## src/rtl/move_tx_formatter_if.sv

```systemverilog
// Move-in / ASCII-byte-out bundle between the move engine, the formatter and the UART TX FIFO.
interface move_tx_formatter_if #(
  parameter int CNT_W = 16
);
  logic             move_valid;
  logic             move_ready;
  logic             single_stone;
  logic [5:0]       x_a;
  logic [5:0]       y_a;
  logic [5:0]       x_b;
  logic [5:0]       y_b;
  logic [7:0]       tx_data;
  logic             tx_valid;
  logic             tx_ready;
  logic             move_err;
  logic [CNT_W-1:0] msg_count;

  modport master (
    output move_valid, single_stone, x_a, y_a, x_b, y_b, tx_ready,
    input  move_ready, tx_data, tx_valid, move_err, msg_count
  );

  modport slave (
    input  move_valid, single_stone, x_a, y_a, x_b, y_b, tx_ready,
    output move_ready, tx_data, tx_valid, move_err, msg_count
  );
endinterface

```

## src/rtl/move_tx_formatter.sv

```systemverilog
// Serialises a Connect6 move (one or two stones) as "<col><row2>..." ASCII plus a terminator byte.
module move_tx_formatter #(
  parameter int         BOARD_SIZE = 19,
  parameter logic [7:0] TERM_CHAR  = 8'h0A,
  parameter int         CNT_W      = 16
) (
  input logic clk,
  input logic rst_n,
  move_tx_formatter_if.slave io_bus
);

  typedef enum logic [1:0] {
    IDLE,
    SEND,
    ERR,
    DONE
  } state_t;

  localparam logic [5:0] MAX_COORD = 6'(BOARD_SIZE - 1);

  state_t           r_state;
  state_t           w_nextState;
  logic [5:0]       r_xa;
  logic [5:0]       r_ya;
  logic [5:0]       r_xb;
  logic [5:0]       r_yb;
  logic             r_single;
  logic [2:0]       r_idx;
  logic [CNT_W-1:0] r_count;

  logic       w_accept;
  logic       w_coordOk;
  logic       w_lastByte;
  logic       w_txFire;
  logic [7:0] w_txByte;
  logic       w_moveReady;
  logic       w_txValid;
  logic [7:0] w_txData;
  logic       w_moveErr;

  function automatic logic [7:0] colChar(input logic [5:0] x);
    return 8'h41 + {2'b00, x};
  endfunction

  // Rows are 1-based on the wire, so y=18 must become "19" without overflow.
  function automatic logic [7:0] tensChar(input logic [5:0] y);
    logic [5:0] row;
    row = y + 6'd1;
    return (row >= 6'd10) ? 8'h31 : 8'h30;
  endfunction

  function automatic logic [7:0] onesChar(input logic [5:0] y);
    logic [5:0] row;
    row = y + 6'd1;
    return (row >= 6'd10) ? (8'h30 + {2'b00, row - 6'd10}) : (8'h30 + {2'b00, row});
  endfunction

  assign w_accept   = io_bus.move_valid && (r_state == IDLE);
  assign w_coordOk  = (io_bus.x_a <= MAX_COORD) && (io_bus.y_a <= MAX_COORD) &&
                      (io_bus.single_stone ||
                       ((io_bus.x_b <= MAX_COORD) && (io_bus.y_b <= MAX_COORD)));
  assign w_lastByte = r_single ? (r_idx == 3'd3) : (r_idx == 3'd6);
  assign w_txFire   = (r_state == SEND) && io_bus.tx_ready;

  always_comb begin
    w_txByte = TERM_CHAR;
    case (r_idx)
      3'd0: w_txByte = colChar(r_xa);
      3'd1: w_txByte = tensChar(r_ya);
      3'd2: w_txByte = onesChar(r_ya);
      3'd3: w_txByte = r_single ? TERM_CHAR : colChar(r_xb);
      3'd4: w_txByte = tensChar(r_yb);
      3'd5: w_txByte = onesChar(r_yb);
      default: w_txByte = TERM_CHAR;
    endcase
  end

  always_comb begin
    w_nextState = r_state;
    w_moveReady = 1'b0;
    w_txValid   = 1'b0;
    w_txData    = 8'h00;
    w_moveErr   = 1'b0;
    case (r_state)
      IDLE: begin
        w_moveReady = 1'b1;
        if (io_bus.move_valid) begin
          w_nextState = w_coordOk ? SEND : ERR;
        end
      end
      ERR: begin
        w_moveErr   = 1'b1;
        w_nextState = IDLE;
      end
      SEND: begin
        w_txValid = 1'b1;
        w_txData  = w_txByte;
        if (io_bus.tx_ready && w_lastByte) begin
          w_nextState = DONE;
        end
      end
      DONE: begin
        w_nextState = IDLE;
      end
      default: begin
        w_nextState = IDLE;
      end
    endcase
  end

  always_ff @(posedge clk) begin
    if (!rst_n) begin
      r_state  <= IDLE;
      r_xa     <= '0;
      r_ya     <= '0;
      r_xb     <= '0;
      r_yb     <= '0;
      r_single <= 1'b0;
      r_idx    <= '0;
      r_count  <= '0;
    end else begin
      r_state <= w_nextState;
      if (w_accept) begin
        r_xa     <= io_bus.x_a;
        r_ya     <= io_bus.y_a;
        r_xb     <= io_bus.x_b;
        r_yb     <= io_bus.y_b;
        r_single <= io_bus.single_stone;
        r_idx    <= '0;
      end else if (w_txFire) begin
        r_idx <= r_idx + 3'd1;
      end
      if (r_state == DONE) begin
        r_count <= r_count + 1'b1;
      end
    end
  end

  assign io_bus.move_ready = w_moveReady;
  assign io_bus.tx_valid   = w_txValid;
  assign io_bus.tx_data    = w_txData;
  assign io_bus.move_err   = w_moveErr;
  assign io_bus.msg_count  = r_count;

endmodule

```

## src/flat_wrapper.sv

```systemverilog
// flat-port wrapper written by rule: the top's interface ports become plain ports
module move_tx_formatter_flat 
#(
  parameter int         BOARD_SIZE = 19,
  parameter logic [7:0] TERM_CHAR  = 8'h0A,
  parameter int         CNT_W      = 16
)
  (clk, rst_n, io_bus_move_valid, io_bus_single_stone, io_bus_x_a, io_bus_y_a, io_bus_x_b, io_bus_y_b, io_bus_tx_ready, io_bus_move_ready, io_bus_tx_data, io_bus_tx_valid, io_bus_move_err, io_bus_msg_count);
  move_tx_formatter_if #(.CNT_W(CNT_W)) io_bus_i ();
  input logic clk;
  input logic rst_n;
  input wire logic [$bits(io_bus_i.move_valid)-1:0] io_bus_move_valid;
  input wire logic [$bits(io_bus_i.single_stone)-1:0] io_bus_single_stone;
  input wire logic [$bits(io_bus_i.x_a)-1:0] io_bus_x_a;
  input wire logic [$bits(io_bus_i.y_a)-1:0] io_bus_y_a;
  input wire logic [$bits(io_bus_i.x_b)-1:0] io_bus_x_b;
  input wire logic [$bits(io_bus_i.y_b)-1:0] io_bus_y_b;
  input wire logic [$bits(io_bus_i.tx_ready)-1:0] io_bus_tx_ready;
  output wire logic [$bits(io_bus_i.move_ready)-1:0] io_bus_move_ready;
  output wire logic [$bits(io_bus_i.tx_data)-1:0] io_bus_tx_data;
  output wire logic [$bits(io_bus_i.tx_valid)-1:0] io_bus_tx_valid;
  output wire logic [$bits(io_bus_i.move_err)-1:0] io_bus_move_err;
  output wire logic [$bits(io_bus_i.msg_count)-1:0] io_bus_msg_count;
  assign io_bus_i.move_valid = io_bus_move_valid;
  assign io_bus_i.single_stone = io_bus_single_stone;
  assign io_bus_i.x_a = io_bus_x_a;
  assign io_bus_i.y_a = io_bus_y_a;
  assign io_bus_i.x_b = io_bus_x_b;
  assign io_bus_i.y_b = io_bus_y_b;
  assign io_bus_i.tx_ready = io_bus_tx_ready;
  assign io_bus_move_ready = io_bus_i.move_ready;
  assign io_bus_tx_data = io_bus_i.tx_data;
  assign io_bus_tx_valid = io_bus_i.tx_valid;
  assign io_bus_move_err = io_bus_i.move_err;
  assign io_bus_msg_count = io_bus_i.msg_count;
  move_tx_formatter #(.BOARD_SIZE(BOARD_SIZE), .TERM_CHAR(TERM_CHAR), .CNT_W(CNT_W)) u_core (.clk(clk), .rst_n(rst_n), .io_bus(io_bus_i));
endmodule
```

## config.mk

```make
export PLATFORM = sky130hd
export DESIGN_NAME = move_tx_formatter_flat
export DESIGN_NICKNAME = d
export VERILOG_FILES = /design/src/rtl/move_tx_formatter_if.sv /design/src/rtl/move_tx_formatter.sv /design/src/flat_wrapper.sv
export SDC_FILE = /design/constraint.sdc
export NUM_CORES = 1
export LEC_CHECK = 0
export CAP_MARGIN = 20
export CORE_UTILIZATION = 57
export CTS_CLUSTER_DIAMETER = 60
export DETAILED_ROUTE_END_ITERATION = 7
export GPL_TIMING_DRIVEN = 0
export PLACE_DENSITY = 0.86
export SKIP_CTS_REPAIR_TIMING = 1
export SYNTH_ARGS = -nofsm -noshare
export SYNTH_HDL_FRONTEND = slang
export SYNTH_SLANG_ARGS = --single-unit
```

## constraint.sdc

```tcl
create_clock -name clk -period 7.87 [get_ports clk]
set_input_delay 1.574 -clock clk [delete_from_list [all_inputs] [get_ports clk]]
set_output_delay 1.574 -clock clk [all_outputs]
set_load 0.01 [all_outputs]
```

==> impl_summary.log <==
[metrics] CTS Buf Count: 5
[metrics] result of the run: complete, no violations
[metrics] maximum fanout along the worst path: 8
[metrics] Crit. End Element: output pin
[metrics] Site Rows: 26
[metrics] remaining global-route overflow: 0
[metrics] yosys synthesis warning count: 0
[metrics] unrepaired setup endpoints after global routing: no
[metrics] startpoint class of the critical path: flop
[metrics] CTS clk-pin slew, worst paths: 0.09 ns
[metrics] later-pin clock latency in the skew report: 0.31 ns
[metrics] Via Count: 2970
[metrics] final setup slack of the worst path: 2.87 ns
[metrics] reg2reg start: u_core.io_bus.msg_count[0]$_SDFFE_PN0N_
[metrics] worst reg2reg path depth: 6
[metrics] Post-Place Cell Area: 3730 um^2
[metrics] slew at the pin closest to its max-slew limit: 0.507 ns
[metrics] Async S/R FF share, synth: 0
[metrics] maximum number of pins on one net before global-route repair: 15
[metrics] Netlist cell types: 61
[metrics] I/O Buffers: 55
[metrics] final-layout fill cell count: 387
[metrics] category of the critical setup timing path: reg -> out
[metrics] total of max-cap violations: 0
[metrics] first-pass detailed-route iteration total: 4
[metrics] flip-flop and latch count after synthesis: 46
[metrics] RR Endpoint: u_core.io_bus.msg_count[14]$_SDFFE_PN0N_
[metrics] Inserted Diodes: 0
[metrics] leading cell types in the layout, fill and taps excluded: sky130_fd_sc_hd__nand2_1, sky130_fd_sc_hd__clkdlybuf4s50_1, sky130_fd_sc_hd__dfxtp_1, sky130_fd_sc_hd__a21boi_0, sky130_fd_sc_hd__xnor2_1
[metrics] Core ar.: 5170 um^2
[metrics] final setup violating endpoints: 0
[metrics] Die Wd: 75.7 um
[metrics] initial antenna violation count: 0
[metrics] Post-DP HPWL: 5.85 mm
[metrics] Num Clock Sinks: 46
[metrics] kind of path behind the tightest hold check: reg -> reg
[metrics] leakage power: 1.45 nW
[metrics] CTS root buf: sky130_fd_sc_hd__clkbuf_8
[metrics] CP arrival: 3.42 ns
[metrics] number of hold-slack violations in the final timing report: 0
[metrics] final-layout worst hold slack: 0.506 ns
[metrics] remaining antenna violation count after routing: 0
[metrics] die outline height: 75.7 um
[metrics] DRC violation total after the first TritonRoute iteration: 178
[metrics] register-to-register setup slack: 6.22 ns
[metrics] worst path required time: 6.30 ns
[metrics] Syn Inst Count: 384
[metrics] P per Cell Area: 144 nW/um^2
[metrics] fin crit share: 0.635
[metrics] net count after synthesis: 428
[metrics] f_max: 200 MHz
[metrics] Via density: 5.74
[metrics] share of layout cells above drive strength 1: 0.0671
[metrics] Final GP Congestion: 0.903
[metrics] average cell area after synthesis: 8.06 um^2
[metrics] Max Clock Skew: 0.00618 ns
[metrics] routed wirelength normalized by instance count: 14.8 um
[metrics] EDFF count, synth: 0
[metrics] Routed Wire Length: 7.67 mm
[metrics] net total in the final layout: 490
[metrics] global-route wire length before repair: 12.4 mm
[metrics] Final Max Slew Viols: 0
[metrics] I/O pin total: 56
[metrics] area delta synth->final: 25.2%
[metrics] sum of internal, switching and leakage power: 0.000556 W
[metrics] Place WS: 3.24 ns
[metrics] TritonCTS clock tree: yes
[metrics] floorplan die area: 5730 um^2
[metrics] maximum VDD drop: 96.4 uV
[metrics] source of the critical timing path: u_core.r_ya[0]$_SDFFE_PN0P_
[metrics] Setup TNS Final: 0 ns
[metrics] clock period minus worst slack: 5.00 ns
[metrics] Critical Path Sink: io_bus_tx_data[5]
[metrics] most common cell after layout, fill and taps aside: sky130_fd_sc_hd__nand2_1
[metrics] H-Tree Level Count: 2
[metrics] DR DRC count: 0
[metrics] number of global-route vias before repair: 2820
[metrics] final std cell area, no fill: 3880 um^2
[metrics] Initial Utilization: 0.599
[metrics] summed instance area of the synthesized netlist: 3100 um^2
[metrics] max-slew headroom at the worst pin: 0.662
[metrics] portion of the post-synthesis area used by sequential elements: 0.297
[metrics] all-layer global routing usage: 0.287
[metrics] Max Root-Sink Buffers: 2
[metrics] Primary FF master, synth: sky130_fd_sc_hd__dfxtp_1
## state kept, by name (all words and copies together), names as in the netlist
name,cells
u_core.r_yb,6
u_core.r_ya,6
u_core.r_state,2
u_core.r_idx,3
u_core.r_single,1
u_core.r_xa,6
u_core.r_xb,6
u_core.io_bus.msg_count,16
## layout make-up
type | instances | area, um^2 | share of cell area
buffer | 14 | 76.3 | 0.0197
tap | 70 | 87.6 | 0.0226
inverter | 12 | 45.0 | 0.0116
sequential | 46 | 921 | 0.237
clock inverter | 2 | 60.1 | 0.0155
timing repair buffer | 55 | 551 | 0.142
clock buffer | 6 | 82.6 | 0.0213
multi-input combinational | 312 | 2050 | 0.530
## Yosys cell counts (2+ instances only)
| master | n | area [um^2] |
|---|---|---|
| sky130_fd_sc_hd__and3_1 | 9 | 56.3 |
| sky130_fd_sc_hd__nor2_1 | 17 | 63.8 |
| sky130_fd_sc_hd__o22ai_1 | 2 | 12.5 |
| sky130_fd_sc_hd__a21boi_1 | 2 | 15.0 |
| sky130_fd_sc_hd__a211o_1 | 5 | 43.8 |
| sky130_fd_sc_hd__nand3_1 | 14 | 70.1 |
| sky130_fd_sc_hd__a31oi_1 | 9 | 56.3 |
| sky130_fd_sc_hd__a21oi_1 | 11 | 55.1 |
| sky130_fd_sc_hd__or3_1 | 4 | 25.0 |
| sky130_fd_sc_hd__dfxtp_1 | 46 | 921 |
| sky130_fd_sc_hd__and3b_1 | 2 | 17.5 |
| sky130_fd_sc_hd__nor4bb_1 | 2 | 20.0 |
| sky130_fd_sc_hd__o31ai_1 | 3 | 22.5 |
| sky130_fd_sc_hd__nand4_1 | 3 | 18.8 |
| sky130_fd_sc_hd__o211ai_1 | 3 | 22.5 |
| sky130_fd_sc_hd__and4_1 | 4 | 35.0 |
| sky130_fd_sc_hd__nor2b_1 | 4 | 25.0 |
| sky130_fd_sc_hd__o21ai_0 | 9 | 45.0 |
| sky130_fd_sc_hd__or2_2 | 2 | 12.5 |
| sky130_fd_sc_hd__a21boi_0 | 28 | 210 |
| sky130_fd_sc_hd__ha_1 | 15 | 188 |
| sky130_fd_sc_hd__inv_1 | 12 | 45.0 |
| sky130_fd_sc_hd__a22oi_1 | 2 | 15.0 |
| sky130_fd_sc_hd__xnor2_1 | 20 | 175 |
| sky130_fd_sc_hd__nand2_1 | 73 | 274 |
| sky130_fd_sc_hd__nand2b_1 | 3 | 18.8 |
| sky130_fd_sc_hd__nor4_1 | 4 | 25.0 |
| sky130_fd_sc_hd__xor2_1 | 6 | 52.6 |
| sky130_fd_sc_hd__mux2i_1 | 5 | 50.1 |
| sky130_fd_sc_hd__clkbuf_1 | 7 | 26.3 |
| sky130_fd_sc_hd__nor3_1 | 9 | 45.0 |
| sky130_fd_sc_hd__and2_1 | 16 | 100 |
| sky130_fd_sc_hd__buf_2 | 5 | 25.0 |
## metrics by stage
stage | util | cells
floorplan | - | 384
global placement | 0.722 | 509
detailed placement | 0.722 | 509
CTS | 0.750 | 517
global route | 0.750 | 517
finish | 0.750 | 517
## worst max-delay path, stage by stage, from the launching register on
cell and delay [ns]:
sky130_fd_sc_hd__dfxtp_1 0.41, sky130_fd_sc_hd__ha_1 0.26, sky130_fd_sc_hd__and3_1 0.22, sky130_fd_sc_hd__or3_4 0.35, sky130_fd_sc_hd__a21oi_2 0.26, sky130_fd_sc_hd__a21oi_1 0.12, sky130_fd_sc_hd__a32oi_1 0.17, sky130_fd_sc_hd__ha_1 0.25
sky130_fd_sc_hd__inv_1 0.07, sky130_fd_sc_hd__a21oi_1 0.06, sky130_fd_sc_hd__nor2_1 0.09, sky130_fd_sc_hd__a221oi_1 0.05, sky130_fd_sc_hd__a21oi_1 0.23, sky130_fd_sc_hd__clkdlybuf4s50_1 0.57
## where the power goes
part           internal [W]  switching, W   total, W  leakage [nW]
sequential         0.000241     0.0000118   0.000253         0.375
combinational     0.0000426     0.0000422  0.0000849          1.00
clock              0.000135     0.0000833   0.000219        0.0714
## routing by layer
| metal | vias to the layer above | GRT usage | routed length [um] |
|---|---|---|---|
| met5 | - | 0 | 0 |
| met4 | 0 | 0.107 | 153 |
| li1 | 1503 | - | - |
| met3 | 16 | 0.0701 | 463 |
| met2 | 83 | 0.508 | 3790 |
| met1 | 1368 | 0.336 | 3260 |
## cell families (layout without fill, tap and decap cells)
| family | after synthesis | after routing | share of synthesized area |
|---|---|---|---|
| AOI/OAI and AO/OA | 94 | 94 | 0.229 |
| xor gates and xnor gates | 26 | 26 | 0.0735 |
| adders and majority gates | 15 | 15 | 0.0606 |
| buffers and inverters | 26 | 89 | 0.0392 |
| DFF | 46 | 46 | 0.297 |
| muxes | 5 | 5 | 0.0162 |
| and+or+nand+nor | 172 | 172 | 0.284 |
## worst min path at each step
stage,start,end,slack (ns),cells after the start
after global routing,u_core.r_xb[4]$_SDFFE_PN0P_,u_core.r_xb[4]$_SDFFE_PN0P_,0.54,2
final,u_core.r_xa[5]$_SDFFE_PN0P_,u_core.r_xa[5]$_SDFFE_PN0P_,0.51,2
after global placement,u_core.r_xa[5]$_SDFFE_PN0P_,u_core.r_xa[5]$_SDFFE_PN0P_,0.48,2
after CTS,u_core.r_xa[5]$_SDFFE_PN0P_,u_core.r_xa[5]$_SDFFE_PN0P_,0.51,2
after detailed placement,u_core.r_xb[4]$_SDFFE_PN0P_,u_core.r_xb[4]$_SDFFE_PN0P_,0.49,2
after floorplan,u_core.r_xa[5]$_SDFFE_PN0P_,u_core.r_xa[5]$_SDFFE_PN0P_,0.46,2
Power figures use the tool's default switching activity.
